$ cat config.mk
export PLATFORM = sky130hd
export DESIGN_NAME = core_sequencer
export DESIGN_NICKNAME = d
export VERILOG_FILES = /design/src/rtl/rv32i_pkg.sv /design/src/rtl/mem_wait_timer.sv /design/src/rtl/core_sequencer.sv
export SDC_FILE = /design/constraint.sdc
export NUM_CORES = 1
export LEC_CHECK = 0
export ABC_AREA = 1
export ABC_CLOCK_PERIOD_IN_PS = 2950
export CAP_MARGIN = 20
export CORE_MARGIN = 2
export CORE_UTILIZATION = 49
export CTS_BUF_LIST = sky130_fd_sc_hd__clkbuf_4 sky130_fd_sc_hd__clkbuf_8
export DETAILED_ROUTE_END_ITERATION = 10
export PLACE_DENSITY = 0.86
export RECOVER_POWER = 25
export SLEW_MARGIN = 20
export SYNTH_ARGS = -nofsm -noshare
export SYNTH_HDL_FRONTEND = slang
export SYNTH_HIERARCHICAL = 1
export SYNTH_SLANG_ARGS = --single-unit
$ cat constraint.sdc
create_clock -name clk -period 2.95 [get_ports clk]
set_input_delay 0.59 -clock clk [delete_from_list [all_inputs] [get_ports clk]]
set_output_delay 0.59 -clock clk [all_outputs]
set_load 0.005 [all_outputs]
$ cat src/rtl/rv32i_pkg.sv
// Shared opcodes, FSM states and control encodings for the rv32i
// multi-cycle core: state, pc_src, wb_sel, fault and instruction class.
package rv32i_pkg;

    localparam logic [6:0] OP_LUI    = 7'b0110111;
    localparam logic [6:0] OP_AUIPC  = 7'b0010111;
    localparam logic [6:0] OP_JAL    = 7'b1101111;
    localparam logic [6:0] OP_JALR   = 7'b1100111;
    localparam logic [6:0] OP_BRANCH = 7'b1100011;
    localparam logic [6:0] OP_LOAD   = 7'b0000011;
    localparam logic [6:0] OP_STORE  = 7'b0100011;
    localparam logic [6:0] OP_IMM    = 7'b0010011;
    localparam logic [6:0] OP_OP     = 7'b0110011;
    localparam logic [6:0] OP_FENCE  = 7'b0001111;
    localparam logic [6:0] OP_SYSTEM = 7'b1110011;

    typedef enum logic [2:0] {
        FETCH, DECODE, EXEC, MEM, WB, TRAP
    } state_t;

    typedef enum logic [1:0] {
        PC_PLUS4 = 2'd0,
        PC_ALU   = 2'd1
    } pc_src_t;

    typedef enum logic [1:0] {
        WB_ALU = 2'd0,
        WB_MEM = 2'd1,
        WB_PC4 = 2'd2
    } wb_sel_t;

    typedef enum logic [1:0] {
        FLT_NONE    = 2'd0,
        FLT_BUS     = 2'd1,
        FLT_ILLEGAL = 2'd2,
        FLT_ENV     = 2'd3
    } fault_t;

    typedef enum logic [3:0] {
        CL_ILLEGAL, CL_LUI, CL_AUIPC, CL_JAL, CL_JALR, CL_BRANCH,
        CL_LOAD, CL_STORE, CL_OPIMM, CL_OP, CL_FENCE, CL_SYSTEM
    } iclass_t;

    function automatic iclass_t decode_class(input logic [6:0] op);
        iclass_t c;
        case (op)
            OP_LUI:    c = CL_LUI;
            OP_AUIPC:  c = CL_AUIPC;
            OP_JAL:    c = CL_JAL;
            OP_JALR:   c = CL_JALR;
            OP_BRANCH: c = CL_BRANCH;
            OP_LOAD:   c = CL_LOAD;
            OP_STORE:  c = CL_STORE;
            OP_IMM:    c = CL_OPIMM;
            OP_OP:     c = CL_OP;
            OP_FENCE:  c = CL_FENCE;
            OP_SYSTEM: c = CL_SYSTEM;
            default:   c = CL_ILLEGAL;
        endcase
        return c;
    endfunction

endpackage

$ cat src/rtl/mem_wait_timer.sv
// Memory wait-cycle counter with clear/enable; timeout flags count == MEM_TIMEOUT-1.
// Ports: clk, rst (async high), clear, en -> timeout.
module mem_wait_timer #(
    parameter int MEM_TIMEOUT = 16
) (
    input  logic clk,
    input  logic rst,
    input  logic clear,
    input  logic en,
    output logic timeout
);

    localparam int W = (MEM_TIMEOUT > 2) ? $clog2(MEM_TIMEOUT) : 1;
    localparam logic [W-1:0] LAST = W'(MEM_TIMEOUT - 1);

    logic [W-1:0] count;

    // Holds at LAST; the FSM leaves the waiting state on that cycle anyway.
    always_ff @(posedge clk or posedge rst) begin
        if (rst) begin
            count <= '0;
        end else if (clear) begin
            count <= '0;
        end else if (en && count != LAST) begin
            count <= count + 1'b1;
        end
    end

    assign timeout = (count == LAST);

endmodule

$ cat src/rtl/core_sequencer.sv
// Multi-cycle control FSM for the rv32i core: fetch/decode/exec/mem/wb,
// memory handshake with timeout, trap/halt state and instret counter.
// Ports: clk, rst, opcode, branch_taken, mem_ready -> datapath enables,
// selects, mem_req/mem_we/mem_addr_sel, retire, halted, fault, instret.
module core_sequencer
    import rv32i_pkg::*;
#(
    parameter int MEM_TIMEOUT = 16,
    parameter int CNT_W       = 32
) (
    input  logic             clk,
    input  logic             rst,
    input  logic [6:0]       opcode,
    input  logic             branch_taken,
    input  logic             mem_ready,
    output logic             ir_we,
    output logic             pc_we,
    output logic [1:0]       pc_src,
    output logic             rf_we,
    output logic [1:0]       wb_sel,
    output logic             alu_a_sel,
    output logic             alu_b_sel,
    output logic             mem_req,
    output logic             mem_we,
    output logic             mem_addr_sel,
    output logic             retire,
    output logic             halted,
    output logic [1:0]       fault,
    output logic [CNT_W-1:0] instret
);

    state_t  state, next_state;
    iclass_t class_q, class_d;
    fault_t  fault_q, fault_d;

    logic tmr_en, tmr_clear, timeout;
    logic sel_a, sel_b;

    mem_wait_timer #(.MEM_TIMEOUT(MEM_TIMEOUT)) u_timer (
        .clk     (clk),
        .rst     (rst),
        .clear   (tmr_clear),
        .en      (tmr_en),
        .timeout (timeout)
    );

    // Clear on entry to a new state and on every completed handshake.
    assign tmr_clear = (next_state != state) || mem_ready;

    // Operand selects follow the latched class and stay put through MEM/WB.
    assign sel_a = (class_q == CL_AUIPC) || (class_q == CL_JAL) ||
                   (class_q == CL_BRANCH);
    assign sel_b = (class_q != CL_OP);

    always_ff @(posedge clk or posedge rst) begin
        if (rst) begin
            state   <= FETCH;
            class_q <= CL_ILLEGAL;
            fault_q <= FLT_NONE;
        end else begin
            state   <= next_state;
            class_q <= class_d;
            fault_q <= fault_d;
        end
    end

    always_comb begin
        next_state   = state;
        class_d      = class_q;
        fault_d      = fault_q;
        tmr_en       = 1'b0;
        ir_we        = 1'b0;
        pc_we        = 1'b0;
        pc_src       = PC_PLUS4;
        rf_we        = 1'b0;
        wb_sel       = WB_ALU;
        alu_a_sel    = 1'b0;
        alu_b_sel    = 1'b0;
        mem_req      = 1'b0;
        mem_we       = 1'b0;
        mem_addr_sel = 1'b0;
        retire       = 1'b0;

        unique case (state)
            FETCH: begin
                mem_req = 1'b1;
                if (mem_ready) begin
                    ir_we      = 1'b1;
                    next_state = DECODE;
                end else if (timeout) begin
                    next_state = TRAP;
                    fault_d    = FLT_BUS;
                end else begin
                    tmr_en = 1'b1;
                end
            end
            DECODE: begin
                class_d = decode_class(opcode);
                if (class_d == CL_ILLEGAL) begin
                    next_state = TRAP;
                    fault_d    = FLT_ILLEGAL;
                end else if (class_d == CL_SYSTEM) begin
                    next_state = TRAP;
                    fault_d    = FLT_ENV;
                end else begin
                    next_state = EXEC;
                end
            end
            EXEC: begin
                alu_a_sel = sel_a;
                alu_b_sel = sel_b;
                unique case (class_q)
                    CL_BRANCH: begin
                        pc_we      = 1'b1;
                        pc_src     = branch_taken ? PC_ALU : PC_PLUS4;
                        retire     = 1'b1;
                        next_state = FETCH;
                    end
                    CL_FENCE: begin
                        pc_we      = 1'b1;
                        retire     = 1'b1;
                        next_state = FETCH;
                    end
                    CL_LOAD, CL_STORE: next_state = MEM;
                    default:           next_state = WB;
                endcase
            end
            MEM: begin
                alu_a_sel    = sel_a;
                alu_b_sel    = sel_b;
                mem_req      = 1'b1;
                mem_addr_sel = 1'b1;
                mem_we       = (class_q == CL_STORE);
                if (mem_ready) begin
                    if (class_q == CL_STORE) begin
                        pc_we      = 1'b1;
                        retire     = 1'b1;
                        next_state = FETCH;
                    end else begin
                        next_state = WB;
                    end
                end else if (timeout) begin
                    next_state = TRAP;
                    fault_d    = FLT_BUS;
                end else begin
                    tmr_en = 1'b1;
                end
            end
            WB: begin
                alu_a_sel = sel_a;
                alu_b_sel = sel_b;
                rf_we     = 1'b1;
                pc_we     = 1'b1;
                retire    = 1'b1;
                if (class_q == CL_LOAD) begin
                    wb_sel = WB_MEM;
                end else if (class_q == CL_JAL || class_q == CL_JALR) begin
                    wb_sel = WB_PC4;
                    pc_src = PC_ALU;
                end
                next_state = FETCH;
            end
            TRAP: begin
                next_state = TRAP;
            end
            default: begin
                next_state = FETCH;
            end
        endcase

        // Nothing may reach the datapath or the bus while reset is held.
        if (rst) begin
            ir_we        = 1'b0;
            pc_we        = 1'b0;
            pc_src       = PC_PLUS4;
            rf_we        = 1'b0;
            wb_sel       = WB_ALU;
            alu_a_sel    = 1'b0;
            alu_b_sel    = 1'b0;
            mem_req      = 1'b0;
            mem_we       = 1'b0;
            mem_addr_sel = 1'b0;
            retire       = 1'b0;
        end
    end

    always_ff @(posedge clk or posedge rst) begin
        if (rst) begin
            instret <= '0;
        end else if (retire) begin
            instret <= instret + 1'b1;
        end
    end

    assign halted = (state == TRAP);
    assign fault  = fault_q;

endmodule

Yosys cells after proc, flatten, opt, wreduce, memory -nomap -nowiden
Cells that the tools add are included. Widths: inputs -> output; s select.

Equal/unequal tests: 31. Mux-type cells: 50. Add/subtract/negate cells: 2. Reductions and logical operators: 14.

Operators by type and width (number): $pmux 4 s11 (1); $add 32x1->32 const B (1); $eq 7x7->1 const B (4); $mux 1 (26); $eq 7x6->1 const B (3); $mux 2 (9); $mux 3 (6); $eq 4x3->1 const B (4); $pmux 3 s5 (1); $eq 7x5->1 const B (2); $eq 4x4->1 const B (3); $mux 4 (3); $eq 4x2->1 const B (2); $ne 4x4->1 const B (2); $eq 7x2->1 const B (1); $eq 7x4->1 const B (1); $eq 3x2->1 const B (2); $eq 3x3->1 const B (2); $pmux 3 s2 (1); $reduce_or 2->1 (3); $add 4x1->4 const B (1); $logic_not 4->1 (1); $logic_or 1x1->1 (4); $pmux 2 s2 (1); other kinds (12) (13).

Word-level logic and storage cells: 102. Output and inout port bits: 48. Register bits after elaboration: 45.

Depth between registers and ports, before layout
Depth after elaboration: 10. Gate-level depth with buffers: 17. Depth with buffers taken out: 17.

Cells and area by module
The synthesis kept the hierarchy.

Modules (own cells, without submodules): core_sequencer (instances 1, cells each 396, area an instance 2750.1 µm²); mem_wait_timer (instances 1, cells each 30, area an instance 229.0 µm²).

Worst setup path after synthesis
No wires, ideal clock.

Kind: input -> output. Start: input port rst. End: output port retire. Stages: 6. Data arrival time: 2.298 ns. Path slack: 0.062 ns. Cell sequence: clkbuf_1 -> inv_1 -> nand2_4 -> inv_2 -> buf_2 -> buf_4.

Cells in the longest elaborated chain, start to end: 1.

RTL lines: start: declaration (line core_sequencer.sv:12) `input logic rst,`; $mux 1; end: declaration (line core_sequencer.sv:26) `output logic retire,`.

No other way between the ends.

Worst setup path after layout
Start: input port rst. End: output port alu_b_sel.

Cells in the longest elaborated chain, start to end: 1.

RTL lines: $mux 1 (line core_sequencer.sv:172) `if (rst) begin`; end: declaration (line core_sequencer.sv:22) `output logic alu_b_sel,`.

No other way between the ends.

==> results.yml <==
worst_setup_path:
  crit_required_ps: 2360
  start_kind: "input port"
  cp_top_family: "buffers and inverters"
  path_class: "input port to primary output"
  worstPathMaxFanout: 6
  end_kind: "primary output"
  worst-endpoint-arrival_ps: 2180
  critPathBufInv: 3
  cp_slowest_cell: "dlygate4sd3_1"
  critical_path.max_stage_delay_ps: 630
  path_cells: "dlygate4sd3_1 -> a21oi_1 -> inv_1 -> a31oi_1 -> clkdlybuf4s50_1"
synthesis:
  synth_edf_count: 0
  ys.flop_type: "dfrtp_1"
  postSynthCellCount: 426
  synth_warnings: 6
  ys_seq_elements: 45
  avgSynthCellArea_um2: 6.99
  synthTopCellsByArea: "dfrtp_1 (38%), nand2_1 (16%), xor2_1 (7.9%), nor2_1 (6.7%), inv_1 (6.0%)"
  post-synth-top-count-cell: "nand2_1"
  seq_area_frac_synth_pct: 37.8
  yosysTopAreaCell: "dfrtp_1"
  synth.distinct_cells: 31
  netlist.area_leader.share_pct: 37.8
  syn_nets: 439
  syn_area_mm2: 0.00298
  synthTopCellsByCount: "nand2_1 (127), nor2_1 (53), inv_1 (48), dfrtp_1 (45), xor2_1 (27)"
  synth_async_sr_flop_share_pct: 100
global_route:
  grt_max_degree: 42
  grt_pass1_vias: 2725
  grt_util_all_layers_pct: 23.1
  antenna_found_initial: 0
  grt-ovfl-total: 0
  grt_pass1_wl_mm: 12.1
floorplanning:
  io_pins: 59
  die_area_mm2: 0.00672
  start_util_pct: 50.6
  core_area_mm2: 0.00589
  die_y_um: 82.0
  row_count: 28
  die_w_um: 82.0
sta:
  setup_violations: 0
  finalWorstPathRequiredPeriod_ps: 2770
  setup_tns_ps: 0
  slew_viol_final: 0
  final.period_utilization_pct: 94.0
  setup_slack_ps: 177
  rsz0062_at_grt: "no"
  timing.final.hold_violations: 0
  clock.fmax_ghz: 0.361
  maxSlewHeadroom_pct: 34.2
  worst_slew_pin_slew_ps: 987
  skew_ps: 4.62
layout:
  layout-drive-gt1-share_pct: 6.57
  diodes: 0
  nets: 499
  postLayoutCoreUtil_pct: 63.5
  fillCellCount: 499
  multiInputGateArea_mm2: 0.00160
  area_growth_pct: 25.5
  register_area_mm2: 0.00113
route:
  detail_route.wl_per_cell_um: 12.7
  drt_iter0_drc: 294
  firstDrtPassIters: 5
  vias_per_cell: 5.30
  num_vias: 2978
  drc_errors: 0
  wirelength_mm: 7.11
  final_antenna_net_count: 0
clocking:
  clkTransAtPathRegs_ps: 90
  worstSkewPairLatency_ps: 300
  tritoncts: "yes"
  cts_max_path_buffers: 2
  cts.sinks: 45
  postCtsHoldBufs: 0
  cts_buffers: 5
  cts-resized-gates: 0
  h-tree-depth: 2
  cts_setup_buffers: 0
  root_buffer: "clkbuf_8"
pwr:
  power_density_mw_per_mm2: 604
  leakage_nw: 1.75
  ir_worst_vdd_mv: 0.381
outcome:
  status: "finished, final reports clean"
worst_hold_path:
  hold_path.class: "flip-flop to flip-flop"
placed_design:
  hpwl_mm: 5.48
  globalplace.congestion: 0.949
  io_buffers: 57
  dp_slack_ps: 261
job:
  drv_cap: 0
[metal layers]
| metal | global-route usage (%) | part of all wire [%] | vias to the layer above | wire, um |
|---|---|---|---|---|
| met4 | 8.17 | 2.3 | 0 | 165 |
| li1 | - | - | 1471 | - |
| met1 | 33.6 | 46 | 1377 | 3260 |
| met2 | 34.8 | 46 | 114 | 3240 |
| met3 | 3.74 | 6.3 | 16 | 450 |
| met5 | 0 | 0 | - | 0 |
[area by class of cell]
cell class                 count  area share [%]
timing repair buffer          62            16.1
sequential                    45            30.1
clock buffer                   5            1.84
clock inverter                 3            1.24
tap                           75            2.51
inverter                      53            5.32
multi-input combinational    319            42.9
[registers in the layout, summed over array words and instances (netlist names)]
| register | cells |
|---|---|
| instret | 32 |
| class_q | 4 |
| state | 3 |
| u_timer/count | 4 |
| fault | 2 |
[worst register-to-register path: cells and delay by family (launching register included)]
family | cells | cell delay [ps]
AND/OR/NAND/NOR | 9 | 1660
buffers and inverters | 1 | 120
flip-flops | 1 | 450
[metrics by stage]
step | instances | total power, W | instance area, um2 | hold WS [ps]
finish | 562 | 0.00226 | 3740 | 512
global route | 562 | 0.00242 | 3740 | 556
CTS | 562 | 0.00227 | 3750 | 517
detailed placement | 554 | 0.00180 | 3630 | 494
global placement | 554 | 0.00177 | 3630 | 491
floorplan | 426 | 0.00141 | 2980 | 356
[power by group]
group / leakage [nW] / switching [W] / total, W / internal (W)
sequential: 0.585 / 0.000162 / 0.000903 / 0.000740
combinational: 1.11 / 0.000486 / 0.000889 / 0.000403
clock: 0.0543 / 0.000216 / 0.000469 / 0.000253
total: 1.75 / 0.000864 / 0.00226 / 0.00140
[cells in the final DEF, fill, tap and decap left out, types with 2 or more instances in the layout]
master           instances
nand3_2                  5
buf_4                    3
dfrtp_1                 45
clkbuf_8                 5
nand3_1                 24
o21ai_0                 18
nand2_2                  2
o21ai_1                  2
ha_1                     2
inv_1                   47
nor3_2                   2
nor2_1                  53
nor4_1                   7
clkinv_1                 2
nor3_1                  16
nand2_1                127
nor2_2                   4
a21oi_1                  4
clkdlybuf4s50_1         56
xnor2_1                  5
nand4_1                 13
xor2_1                  27
inv_2                    4
[logic make-up (layout without fill, tap and decap cells)]
group	after synthesis	in the layout	synth area share, %
other	1	1	0.126
buffers and inverters	62	123	8.36
and+or+nand+nor	258	258	39.0
adders and majority gates	2	2	0.840
xor gates and xnor gates	32	32	9.41
AOI/OAI and AO/OA	26	26	4.49
DFF	45	45	37.8
[path summary, 6_finish.rpt]
check	startpoint	cells after the start	endpoint	slack, ps
max reg2reg	state[1]	10	u_timer/count[3]	670
min in group asynchronous	rst	3	u_timer/count[2]	880
max	rst	5	alu_b_sel	180
min reg2reg	fault[1]	2	fault[1]	510
min	fault[1]	2	fault[1]	510
max in group asynchronous	rst	3	instret[25]	1080
Note: power is estimated with default switching activity, not from simulation.
